File: src/rtl/exmem_if.sv
// EX -> MEM pipeline bundle: execute-stage inputs and memory-stage outputs of exmem_reg.
// The "slave" modport is the pipeline register; the "master" modport is the EX/MEM environment around it.
interface exmem_if #(
    parameter int DW = 64,
    parameter int AW = 32
);
    logic          flush_i;
    logic          Mem_StallReq;
    logic          IDEX_Valid;
    logic          EX_StallReq;
    logic [DW-1:0] EX_AluData;
    logic [DW-1:0] IDEX_Rs2Data;
    logic [4:0]    IDEX_RdAddr;
    logic          IDEX_RegWrite;
    logic [2:0]    IDEX_LdType;
    logic [1:0]    IDEX_StType;
    logic [AW-1:0] IDEX_NowPC;
    logic          EX_BranchFlag;
    logic [AW-1:0] EX_BranchPC;
    logic [4:0]    EX_FpuException;
    logic          EX_FpuReady;

    logic          EXMEM_Valid;
    logic [DW-1:0] EXMEM_AluData;
    logic [31:0]   EXMEM_StData;
    logic [3:0]    EXMEM_ByteEn;
    logic [4:0]    EXMEM_RdAddr;
    logic          EXMEM_RegWrite;
    logic [2:0]    EXMEM_LdType;
    logic [1:0]    EXMEM_StType;
    logic [AW-1:0] EXMEM_NowPC;
    logic          EXMEM_Misalign;
    logic [4:0]    EXMEM_Fflags;
    logic          EXMEM_FflagsWe;
    logic          Redirect_Valid;
    logic [AW-1:0] Redirect_PC;

    modport master (
        output flush_i, Mem_StallReq, IDEX_Valid, EX_StallReq, EX_AluData, IDEX_Rs2Data,
               IDEX_RdAddr, IDEX_RegWrite, IDEX_LdType, IDEX_StType, IDEX_NowPC,
               EX_BranchFlag, EX_BranchPC, EX_FpuException, EX_FpuReady,
        input  EXMEM_Valid, EXMEM_AluData, EXMEM_StData, EXMEM_ByteEn, EXMEM_RdAddr,
               EXMEM_RegWrite, EXMEM_LdType, EXMEM_StType, EXMEM_NowPC, EXMEM_Misalign,
               EXMEM_Fflags, EXMEM_FflagsWe, Redirect_Valid, Redirect_PC
    );

    modport slave (
        input  flush_i, Mem_StallReq, IDEX_Valid, EX_StallReq, EX_AluData, IDEX_Rs2Data,
               IDEX_RdAddr, IDEX_RegWrite, IDEX_LdType, IDEX_StType, IDEX_NowPC,
               EX_BranchFlag, EX_BranchPC, EX_FpuException, EX_FpuReady,
        output EXMEM_Valid, EXMEM_AluData, EXMEM_StData, EXMEM_ByteEn, EXMEM_RdAddr,
               EXMEM_RegWrite, EXMEM_LdType, EXMEM_StType, EXMEM_NowPC, EXMEM_Misalign,
               EXMEM_Fflags, EXMEM_FflagsWe, Redirect_Valid, Redirect_PC
    );
endinterface

File: src/rtl/exmem_reg.sv
// EX/MEM pipeline register: captures the leaving EX instruction, aligns store data,
// flags misaligned accesses and issues a one-cycle registered fetch redirect.
module exmem_reg #(
    parameter int DW = 64,
    parameter int AW = 32
) (
    input logic   clk,
    input logic   rst_n,
    exmem_if.slave bus
);
    typedef enum logic [2:0] {LD_NONE, LD_B, LD_H, LD_W, LD_BU, LD_HU} ld_e;
    typedef enum logic [1:0] {ST_NONE, ST_B, ST_H, ST_W} st_e;

    typedef struct packed {
        logic          valid;
        logic [DW-1:0] alu_data;
        logic [31:0]   st_data;
        logic [3:0]    byte_en;
        logic [4:0]    rd_addr;
        logic          reg_write;
        logic [2:0]    ld_type;
        logic [1:0]    st_type;
        logic [AW-1:0] now_pc;
        logic          misalign;
        logic [4:0]    fflags;
        logic          fflags_we;
        logic          redir_valid;
        logic [AW-1:0] redir_pc;
    } exmem_t;

    exmem_t      r_q;
    exmem_t      w_d;
    logic [1:0]  w_a;
    logic [31:0] w_st_data;
    logic [3:0]  w_byte_en;
    logic        w_misalign;
    logic        w_unused_rs2_hi;

    assign w_a             = bus.EX_AluData[1:0];
    assign w_unused_rs2_hi = ^bus.IDEX_Rs2Data[DW-1:32];

    // Bubbles clear control only; data fields keep their old value so they stay deterministic.
    function automatic exmem_t bubble(input exmem_t q);
        exmem_t b;
        b             = q;
        b.valid       = 1'b0;
        b.reg_write   = 1'b0;
        b.fflags_we   = 1'b0;
        b.misalign    = 1'b0;
        b.redir_valid = 1'b0;
        b.ld_type     = '0;
        b.st_type     = '0;
        b.byte_en     = '0;
        return b;
    endfunction

    // NOTE: every always_comb output gets a default first so no path infers a latch.
    always_comb begin
        w_st_data  = bus.IDEX_Rs2Data[31:0];
        w_byte_en  = 4'b0000;
        w_misalign = 1'b0;
        case (st_e'(bus.IDEX_StType))
            ST_B: begin
                w_st_data = {4{bus.IDEX_Rs2Data[7:0]}};
                w_byte_en = 4'b0001 << w_a;
            end
            ST_H: begin
                w_st_data  = {2{bus.IDEX_Rs2Data[15:0]}};
                w_byte_en  = w_a[1] ? 4'b1100 : 4'b0011;
                w_misalign = w_a[0];
            end
            ST_W: begin
                w_byte_en  = 4'b1111;
                w_misalign = (w_a != 2'b00);
            end
            default: ;
        endcase
        case (ld_e'(bus.IDEX_LdType))
            LD_H, LD_HU: if (w_a[0])         w_misalign = 1'b1;
            LD_W:        if (w_a != 2'b00)   w_misalign = 1'b1;
            default: ;
        endcase
        if (w_misalign) w_byte_en = 4'b0000;
    end

    always_comb begin
        w_d = r_q;
        if (bus.flush_i) begin
            w_d = bubble(r_q);
        end else if (bus.Mem_StallReq) begin
            // Hold everything, but a redirect already issued must not repeat.
            w_d.redir_valid = 1'b0;
        end else if (bus.EX_StallReq || !bus.IDEX_Valid) begin
            w_d = bubble(r_q);
        end else begin
            w_d.valid       = 1'b1;
            w_d.alu_data    = bus.EX_AluData;
            w_d.st_data     = w_st_data;
            w_d.byte_en     = w_byte_en;
            w_d.rd_addr     = bus.IDEX_RdAddr;
            w_d.reg_write   = bus.IDEX_RegWrite && !w_misalign;
            w_d.ld_type     = bus.IDEX_LdType;
            w_d.st_type     = bus.IDEX_StType;
            w_d.now_pc      = bus.IDEX_NowPC;
            w_d.misalign    = w_misalign;
            w_d.fflags      = bus.EX_FpuReady ? bus.EX_FpuException : 5'b00000;
            w_d.fflags_we   = bus.EX_FpuReady;
            w_d.redir_valid = bus.EX_BranchFlag;
            w_d.redir_pc    = bus.EX_BranchPC;
        end
    end

    // NOTE: rst_n is asserted high here; sequential state uses non-blocking assignments only.
    always_ff @(posedge clk or posedge rst_n) begin
        if (rst_n) r_q <= '0;
        else       r_q <= w_d;
    end

    assign bus.EXMEM_Valid    = r_q.valid;
    assign bus.EXMEM_AluData  = r_q.alu_data;
    assign bus.EXMEM_StData   = r_q.st_data;
    assign bus.EXMEM_ByteEn   = r_q.byte_en;
    assign bus.EXMEM_RdAddr   = r_q.rd_addr;
    assign bus.EXMEM_RegWrite = r_q.reg_write;
    assign bus.EXMEM_LdType   = r_q.ld_type;
    assign bus.EXMEM_StType   = r_q.st_type;
    assign bus.EXMEM_NowPC    = r_q.now_pc;
    assign bus.EXMEM_Misalign = r_q.misalign;
    assign bus.EXMEM_Fflags   = r_q.fflags;
    assign bus.EXMEM_FflagsWe = r_q.fflags_we;
    assign bus.Redirect_Valid = r_q.redir_valid;
    assign bus.Redirect_PC    = r_q.redir_pc;
endmodule

File: src/flat_wrapper.sv
// flat-port wrapper written by rule: the top's interface ports become plain ports
module exmem_reg_flat 
#(
    parameter int DW = 64,
    parameter int AW = 32
)
  (clk, rst_n, bus_flush_i, bus_Mem_StallReq, bus_IDEX_Valid, bus_EX_StallReq, bus_EX_AluData, bus_IDEX_Rs2Data, bus_IDEX_RdAddr, bus_IDEX_RegWrite, bus_IDEX_LdType, bus_IDEX_StType, bus_IDEX_NowPC, bus_EX_BranchFlag, bus_EX_BranchPC, bus_EX_FpuException, bus_EX_FpuReady, bus_EXMEM_Valid, bus_EXMEM_AluData, bus_EXMEM_StData, bus_EXMEM_ByteEn, bus_EXMEM_RdAddr, bus_EXMEM_RegWrite, bus_EXMEM_LdType, bus_EXMEM_StType, bus_EXMEM_NowPC, bus_EXMEM_Misalign, bus_EXMEM_Fflags, bus_EXMEM_FflagsWe, bus_Redirect_Valid, bus_Redirect_PC);
  exmem_if #(.DW(DW), .AW(AW)) bus_i ();
  input logic clk;
  input logic rst_n;
  input wire logic [$bits(bus_i.flush_i)-1:0] bus_flush_i;
  input wire logic [$bits(bus_i.Mem_StallReq)-1:0] bus_Mem_StallReq;
  input wire logic [$bits(bus_i.IDEX_Valid)-1:0] bus_IDEX_Valid;
  input wire logic [$bits(bus_i.EX_StallReq)-1:0] bus_EX_StallReq;
  input wire logic [$bits(bus_i.EX_AluData)-1:0] bus_EX_AluData;
  input wire logic [$bits(bus_i.IDEX_Rs2Data)-1:0] bus_IDEX_Rs2Data;
  input wire logic [$bits(bus_i.IDEX_RdAddr)-1:0] bus_IDEX_RdAddr;
  input wire logic [$bits(bus_i.IDEX_RegWrite)-1:0] bus_IDEX_RegWrite;
  input wire logic [$bits(bus_i.IDEX_LdType)-1:0] bus_IDEX_LdType;
  input wire logic [$bits(bus_i.IDEX_StType)-1:0] bus_IDEX_StType;
  input wire logic [$bits(bus_i.IDEX_NowPC)-1:0] bus_IDEX_NowPC;
  input wire logic [$bits(bus_i.EX_BranchFlag)-1:0] bus_EX_BranchFlag;
  input wire logic [$bits(bus_i.EX_BranchPC)-1:0] bus_EX_BranchPC;
  input wire logic [$bits(bus_i.EX_FpuException)-1:0] bus_EX_FpuException;
  input wire logic [$bits(bus_i.EX_FpuReady)-1:0] bus_EX_FpuReady;
  output wire logic [$bits(bus_i.EXMEM_Valid)-1:0] bus_EXMEM_Valid;
  output wire logic [$bits(bus_i.EXMEM_AluData)-1:0] bus_EXMEM_AluData;
  output wire logic [$bits(bus_i.EXMEM_StData)-1:0] bus_EXMEM_StData;
  output wire logic [$bits(bus_i.EXMEM_ByteEn)-1:0] bus_EXMEM_ByteEn;
  output wire logic [$bits(bus_i.EXMEM_RdAddr)-1:0] bus_EXMEM_RdAddr;
  output wire logic [$bits(bus_i.EXMEM_RegWrite)-1:0] bus_EXMEM_RegWrite;
  output wire logic [$bits(bus_i.EXMEM_LdType)-1:0] bus_EXMEM_LdType;
  output wire logic [$bits(bus_i.EXMEM_StType)-1:0] bus_EXMEM_StType;
  output wire logic [$bits(bus_i.EXMEM_NowPC)-1:0] bus_EXMEM_NowPC;
  output wire logic [$bits(bus_i.EXMEM_Misalign)-1:0] bus_EXMEM_Misalign;
  output wire logic [$bits(bus_i.EXMEM_Fflags)-1:0] bus_EXMEM_Fflags;
  output wire logic [$bits(bus_i.EXMEM_FflagsWe)-1:0] bus_EXMEM_FflagsWe;
  output wire logic [$bits(bus_i.Redirect_Valid)-1:0] bus_Redirect_Valid;
  output wire logic [$bits(bus_i.Redirect_PC)-1:0] bus_Redirect_PC;
  assign bus_i.flush_i = bus_flush_i;
  assign bus_i.Mem_StallReq = bus_Mem_StallReq;
  assign bus_i.IDEX_Valid = bus_IDEX_Valid;
  assign bus_i.EX_StallReq = bus_EX_StallReq;
  assign bus_i.EX_AluData = bus_EX_AluData;
  assign bus_i.IDEX_Rs2Data = bus_IDEX_Rs2Data;
  assign bus_i.IDEX_RdAddr = bus_IDEX_RdAddr;
  assign bus_i.IDEX_RegWrite = bus_IDEX_RegWrite;
  assign bus_i.IDEX_LdType = bus_IDEX_LdType;
  assign bus_i.IDEX_StType = bus_IDEX_StType;
  assign bus_i.IDEX_NowPC = bus_IDEX_NowPC;
  assign bus_i.EX_BranchFlag = bus_EX_BranchFlag;
  assign bus_i.EX_BranchPC = bus_EX_BranchPC;
  assign bus_i.EX_FpuException = bus_EX_FpuException;
  assign bus_i.EX_FpuReady = bus_EX_FpuReady;
  assign bus_EXMEM_Valid = bus_i.EXMEM_Valid;
  assign bus_EXMEM_AluData = bus_i.EXMEM_AluData;
  assign bus_EXMEM_StData = bus_i.EXMEM_StData;
  assign bus_EXMEM_ByteEn = bus_i.EXMEM_ByteEn;
  assign bus_EXMEM_RdAddr = bus_i.EXMEM_RdAddr;
  assign bus_EXMEM_RegWrite = bus_i.EXMEM_RegWrite;
  assign bus_EXMEM_LdType = bus_i.EXMEM_LdType;
  assign bus_EXMEM_StType = bus_i.EXMEM_StType;
  assign bus_EXMEM_NowPC = bus_i.EXMEM_NowPC;
  assign bus_EXMEM_Misalign = bus_i.EXMEM_Misalign;
  assign bus_EXMEM_Fflags = bus_i.EXMEM_Fflags;
  assign bus_EXMEM_FflagsWe = bus_i.EXMEM_FflagsWe;
  assign bus_Redirect_Valid = bus_i.Redirect_Valid;
  assign bus_Redirect_PC = bus_i.Redirect_PC;
  exmem_reg #(.DW(DW), .AW(AW)) u_core (.clk(clk), .rst_n(rst_n), .bus(bus_i));
endmodule
File: config.mk
export PLATFORM = sky130hd
export DESIGN_NAME = exmem_reg_flat
export DESIGN_NICKNAME = d
export VERILOG_FILES = /design/src/rtl/exmem_if.sv /design/src/rtl/exmem_reg.sv /design/src/flat_wrapper.sv
export SDC_FILE = /design/constraint.sdc
export NUM_CORES = 1
export LEC_CHECK = 0
export CORE_AREA = 2 2 157 159
export CTS_CLUSTER_SIZE = 10
export DETAILED_ROUTE_END_ITERATION = 8
export DIE_AREA = 0 0 159 161
export PLACE_DENSITY_LB_ADDON = 0.15
export SYNTH_ARGS = -nofsm -noshare
export SYNTH_HDL_FRONTEND = slang
export SYNTH_SLANG_ARGS = --single-unit
File: constraint.sdc
create_clock -name clk -period 12.8 [get_ports clk]
set_input_delay 1.28 -clock clk [delete_from_list [all_inputs] [get_ports clk]]
set_output_delay 1.28 -clock clk [all_outputs]
set_load 0.02 [all_outputs]
==> run_results.csv, run 1 <==
group,metric,value,unit
placement,gp_congestion,0.810,
placement,preCtsSetupSlack,8.73,ns
min_path,holdPathStages,2,
layout,multi_input_area,2430,um2
global_routing,grt_util_all_layers,18.3,%
synth,yosys.area_share.adder,0.678,%
timing,fin_ws,9.23,ns
setup_path,critical_path_required,13.17,ns
floorplanning,die_w,159,um
setup_path,cp.depth,6,
routing,routedWlPerCell,15.9,um
clock_network,ctsResizeCount,0,
synth,synth_top_family_by_area,"simple AND/OR/NAND/NOR gates",
synth,yosysWarnings,0,
routing,drc,0,
timing,final_max_slew_viol_count,0,
run,drv_cap,0,
clock_network,tritoncts,"built",
routing,via_count,6521,
layout,diodes,0,
setup_path,cpLargestDelayFamily,"buffers and inverters",
routing,ant_nets,0,
layout,fin_nets,1359,
global_routing,grtUsageMet3,6.86,%
synth,synth_seq_cells,184,
global_routing,grt_max_degree,87,
timing,fmax,280,MHz
placement,dp_cells,1444,
layout,final-instance-count-excl-fill,1474,
setup_path,worstSetupPathType,"in2reg",
placement,placed_area,11200,um2
synth,synth_edf_count,0,
synth,synth.net_count,1011,
routing,dr.pass1.iters,4,
timing,min_period,3.57,ns
synth,synth_xor_area_share,0,%
clock_network,cts_hold_buf,0,
setup_path,worstPathCellList,"clkdlybuf4s50_1, nor4b_4, buf_4, buf_4, nand2_1, nand2_1",
synth,yosysUniqueCellTypes,26,
floorplanning,num_rows,57,
layout,area_growth_syn_to_layout,59.8,%
placement,hpwlAfterDp,16100,um
floorplanning,dieHeight,161,um
setup_path,end_kind,"flop",
placement,portBuffers,367,
routing,wl,23400,um
floorplanning,coreArea,24000,um2
synth,synth_mux_area_share,0,%
clock_network,htree_levels,4,
clock_network,numCtsBuffers,17,
setup_path,reg2reg_depth,1,
layout,fin_util,49.2,%
global_routing,grtUsageMet2,29.9,%
synth,synth_area_leaders,"dfrtp_1, nand2_1, buf_6, a221oi_2, o21ai_1",
clock_network,cts.path.max_buffers,2,
global_routing,busiest_layer,"met2",
timing,setup_viol,0,
setup_path,worstSetupStartpoint,"bus_EX_StallReq",
timing,fin_crit_sh,27.9,%
clock_network,clock_sinks,184,
synth,synth_ff_type,"dfrtp_1",
clock_network,cts_root_buffer,"clkbuf_16",
timing,relSlewSlack,34.4,%
timing,final_hold_viol_count,0,
layout,drive_above_1_share,4.26,%
synth,yosysMostFrequentCell,"nand2_1",
run_status,outcome,"finished, final reports clean",
synth,synth_top_cell_area_share,62.4,%
setup_path,worstReg2RegStart,"u_core.bus.EXMEM_ByteEn[1]",
setup_path,critical-path-max-stage-delay,0.84,ns
synth,synth-seq-area-share,62.4,%
synth,synth.top_cells.by_count,"nand2_1, dfrtp_1, o21ai_1",
pwr,p_leak,5.58,nW
global_routing,gr-usage-met1,22.8,%
min_path,worstHoldStart,"u_core.bus.EXMEM_Fflags[1]",
layout,final_area,11800,um2
layout,seqCellArea,4600,um2
routing,vias_per_cell,4.42,
global_routing,grt_pass1_wl,37100,um
clock_network,cts_setup_buffers,0,
synth,netlist_instances,791,
setup_path,critPathMaxFanout,86,
floorplanning,pin_count,400,
setup_path,cp_data_arrival_time,3.93,ns
setup_path,ff2ff_setup_slack,12.07,ns
setup_path,crit_buf_inv,3,
setup_path,cp_slowest_cell,"buf_4",
global_routing,grt_pass1_vias,6532,
synth,synth_compound_area_share,7.24,%
clock_network,clk_latency,0.41,ns
synth,synth_simple_gate_area_share,24.9,%
pwr,power_density,156,nW/um2
synth,syn_area,7380,um2
timing,fin_worst_skew,0,ns
routing,drtIter0Drc,320,
timing,rsz0062_at_grt,"no",
timing,worst_pin_slew,0.983,ns
pwr,peakVddDrop,0.0715,mV
layout,nFillCells,2309,
timing,whs,0.469,ns
timing,tns,0,ns
pwr,power.total,1.84,mW
clock_network,cts.reportedPaths.clkPinSlew,0.08,ns
synth,synth_area_leader_cell,"dfrtp_1",
synth,synthArstFlopShare,100,%
global_routing,grt_overflow_total,0,
setup_path,startpoint_type,"primary input",
floorplanning,initial_core_util,30.8,%
synth,syn_area_per_cell,9.33,um2
min_path,holdCritPathClass,"reg2reg",
floorplanning,dieArea,25600,um2
global_routing,antenna_found_initial,0,
## power breakdown
part | switching, mW | internal, mW | leakage, nW
clock network | 0.235 | 0.314 | 0.290
logic | 0.281 | 0.267 | 2.96
registers | 0.0536 | 0.684 | 2.33
## cell families (layout without fill, tap and decap cells)
group | after synthesis | in the layout
buf+inv | 51 | 410
fa+ha+maj | 4 | 4
simple gates | 480 | 480
flops | 184 | 184
compound gates | 72 | 72
## layout by cell type (no fill, tap or decap), types with 6 or more instances in the layout
master,Yosys,final
nor2_1,18,18
o21ai_0,18,18
dfrtp_1,184,184
clkbuf_16,0,17
buf_4,0,6
inv_6,0,6
clkdlybuf4s50_1,0,367
o21ai_1,21,21
a221o_1,8,8
a221oi_2,8,8
nand2_1,451,451
## flip-flops by register name (all words and copies together), names as in the netlist
signal	flops
u_core.bus.EXMEM_FflagsWe	1
u_core.bus.EXMEM_Fflags	5
u_core.bus.EXMEM_RegWrite	1
u_core.bus.EXMEM_StType	2
u_core.bus.EXMEM_NowPC	32
u_core.bus.EXMEM_LdType	3
u_core.bus.Redirect_PC	32
u_core.bus.EXMEM_AluData	64
u_core.bus.EXMEM_Misalign	1
u_core.bus.EXMEM_RdAddr	5
u_core.bus.EXMEM_ByteEn	4
u_core.bus.EXMEM_StData	32
u_core.bus.EXMEM_Valid	1
u_core.bus.Redirect_Valid	1
## worst paths after layout
check,to
max,u_core.bus.EXMEM_AluData[55]
min,u_core.bus.EXMEM_Fflags[1]
max reg2reg,u_core.bus.EXMEM_ByteEn[1]
min reg2reg,u_core.bus.EXMEM_Fflags[1]
max in group asynchronous,u_core.bus.EXMEM_StData[18]
min in group asynchronous,u_core.bus.EXMEM_AluData[11]
## metal layers
layer | part of all wire (%) | wire length (um)
met5 | 0 | 0
met1 | 42 | 9840
met4 | 1.8 | 422
met2 | 47 | 11100
met3 | 8.9 | 2090
## worst min-delay path, cell delays in order (launching register included)
cell and delay (ns):
dfrtp_1 0.34, nand2_1 0.05, nand2_1 0.05
## area by class of cell
| class | count | area share [%] |
|---|---|---|
| sequential | 184 | 39.0 |
| timing repair buffer | 373 | 31.5 |
| multi-input combinational | 556 | 20.6 |
| clock buffer | 18 | 3.72 |
| tap | 324 | 3.44 |
| clock inverter | 12 | 1.38 |
| inverter | 7 | 0.265 |
Power figures use the tool's default switching activity.
==> run 2: changes to the inputs <==
- CORE_AREA: 2 2 157 159 -> 2 2 154 156
- DIE_AREA: 0 0 159 161 -> 0 0 156 158
- clock period: 12.8 -> 3.5 ns (I/O delays scaled with it)
==> run 2 against run 1 <==
  * Non-clock buffer count fell by 1
  * Sequential share of layout area rose by 0.15 points
  * Critical path depth rose by 1
  * Clock skew did not move
  * Largest cell class unchanged
  * Sequential power rose to 3.6 times the previous value
  * Critical endpoint is now u_core.bus.EXMEM_StData[23]
==> run_results.csv, run 2 (synthesis gave the netlist of run 1 again) <==
group,metric,value,unit
clock_network,cts_setup_buffers,0,
pwr,p_leak,5.57,nW
routing,ant_nets,0,
global_routing,antenna_found_initial,0,
global_routing,grt_pass1_vias,6194,
timing,fmax,431,MHz
pwr,switching_share,31.9,%
setup_path,ff2ff_setup_slack,2.78,ns
timing,tns,0,ns
floorplanning,dieArea,24600,um2
placement,gp_congestion,0.780,
clock_network,cts.path.max_buffers,2,
clock_network,cts_hold_buf,0,
global_routing,grt_util_all_layers,18.0,%
setup_path,worstSetupPathType,"in2reg",
setup_path,worstSetupStartpoint,"bus_IDEX_StType[0]",
timing,setup_viol,0,
floorplanning,pin_count,400,
timing,fin_worst_skew,0,ns
setup_path,worstReg2RegStart,"u_core.bus.EXMEM_RegWrite",
timing,worst_pin_slew,1.00,ns
run_status,outcome,"finished, final reports clean",
clock_network,htree_levels,4,
global_routing,grt_max_degree,185,
routing,dr.pass1.iters,4,
clock_network,clk_latency,0.42,ns
routing,wl,22700,um
layout,fin_nets,1358,
timing,whs,0.441,ns
routing,drtIter0Drc,358,
setup_path,cp_data_arrival_time,2.67,ns
timing,rsz0062_at_grt,"no",
routing,vias_per_cell,4.49,
pwr,p_clk_share,28.8,%
setup_path,startpoint_type,"primary input",
layout,final-instance-count-excl-fill,1441,
layout,diodes,0,
setup_path,critPathMaxFanout,17,
clock_network,cts_root_buffer,"clkbuf_16",
pwr,peakVddDrop,0.281,mV
floorplanning,num_rows,56,
timing,min_period,2.32,ns
floorplanning,coreArea,23100,um2
clock_network,numCtsBuffers,17,
timing,final_max_slew_viol_count,0,
floorplanning,dieHeight,158,um
clock_network,clock_sinks,184,
pwr,power_density,562,nW/um2
layout,area_growth_syn_to_layout,59.2,%
timing,fin_crit_sh,66.3,%
setup_path,critical_path_required,3.85,ns
layout,final_cell_mix,"nand2_1, clkdlybuf4s50_1, dfrtp_1",
routing,drc,0,
routing,via_count,6464,
min_path,worstHoldStart,"bus_EX_AluData[58]",
pwr,power_frac_seq,40.8,%
layout,drive_above_1_share,4.08,%
pwr,p_sw,2.11,mW
setup_path,end_kind,"flop",
placement,hpwlAfterDp,15600,um
floorplanning,die_w,156,um
layout,mostFrequentLayoutCell,"nand2_1",
routing,routedWlPerCell,15.8,um
layout,largest_reg_flops,64,
run,drv_cap,0,
min_path,holdCritPathClass,"in2reg",
pwr,intPower,4.50,mW
floorplanning,initial_core_util,32.0,%
placement,dp_cells,1409,
clock_network,tritoncts,"built",
global_routing,grt_pass1_wl,34600,um
timing,final_hold_viol_count,0,
global_routing,grt_overflow_total,0,
timing,relSlewSlack,33.0,%
clock_network,ctsResizeCount,0,
layout,fin_util,51.0,%
clock_network,cts.reportedPaths.clkPinSlew,0.08,ns
pwr,pwr-share-comb,30.4,%
placement,portBuffers,367,
## run 2: cell types whose count changed in the layout (fill, tap and decap cells not counted), sizes merged
cell and delta:
inv +2, clkbuf +2, buf -1, bufinv -2
## run 2: worst max-delay path, stage by stage
cell and delay, ns:
clkdlybuf4s50_1 0.52, inv_1 0.09, ha_1 0.61, inv_2 0.31
nor2_2 0.53, a221oi_2 0.11, nor2_1 0.13
## run 2: worst paths after layout
| kind | endpoint | cells after the start |
|---|---|---|
| max in group asynchronous | u_core.bus.EXMEM_ByteEn[2] | 3 |
| max | u_core.bus.EXMEM_StData[23] | 7 |
| min reg2reg | u_core.bus.EXMEM_Fflags[4] | 2 |
| min | u_core.bus.EXMEM_AluData[58] | 3 |
| max reg2reg | u_core.bus.EXMEM_RegWrite | 1 |
| min in group asynchronous | u_core.bus.EXMEM_AluData[29] | 3 |
## run 2: power by group through the flow
stage	logic, mW	clock network, mW	registers [mW]
finish	2.01	1.90	2.69
global route	2.17	2.06	2.75
CTS	2.04	1.97	2.70
detailed placement	2.03	0	2.73
global placement	2.02	0	2.72
floorplan	0.405	0	3.21
## run 2: routing by layer
layer | GRT usage (%) | up-vias | share of wire [%]
li1 | - | 3182 | -
met2 | 29.5 | 249 | 47
met1 | 21.7 | 3009 | 41
met4 | 5.50 | 0 | 1.6
met3 | 7.50 | 24 | 10
met5 | 0 | - | 0
## run 2: final cells by class
| cell class | instances | area, um2 |
|---|---|---|
| Fill cell | 2128 | 11300 |
| Sequential cell | 184 | 4600 |
| Timing Repair Buffer | 372 | 3750 |
| Multi-Input combinational cell | 556 | 2430 |
| Clock buffer | 20 | 437 |
| Tap cell | 290 | 363 |
| Clock inverter | 12 | 133 |
| Inverter | 7 | 30.0 |
## run 2: stage by stage
| stage | setup slack [ns] | area, um2 | total power, mW |
|---|---|---|---|
| 4_1_cts | 1.17 | 11700 | 6.70 |
| 5_1_grt | 0.983 | 11700 | 6.97 |
| 3_3_place_gp | 0.783 | 11200 | 4.74 |
| 2_1_floorplan | 0.785 | 7380 | 3.61 |
| 3_5_place_dp | 0.753 | 11200 | 4.76 |
| 6_report | 1.18 | 11700 | 6.60 |
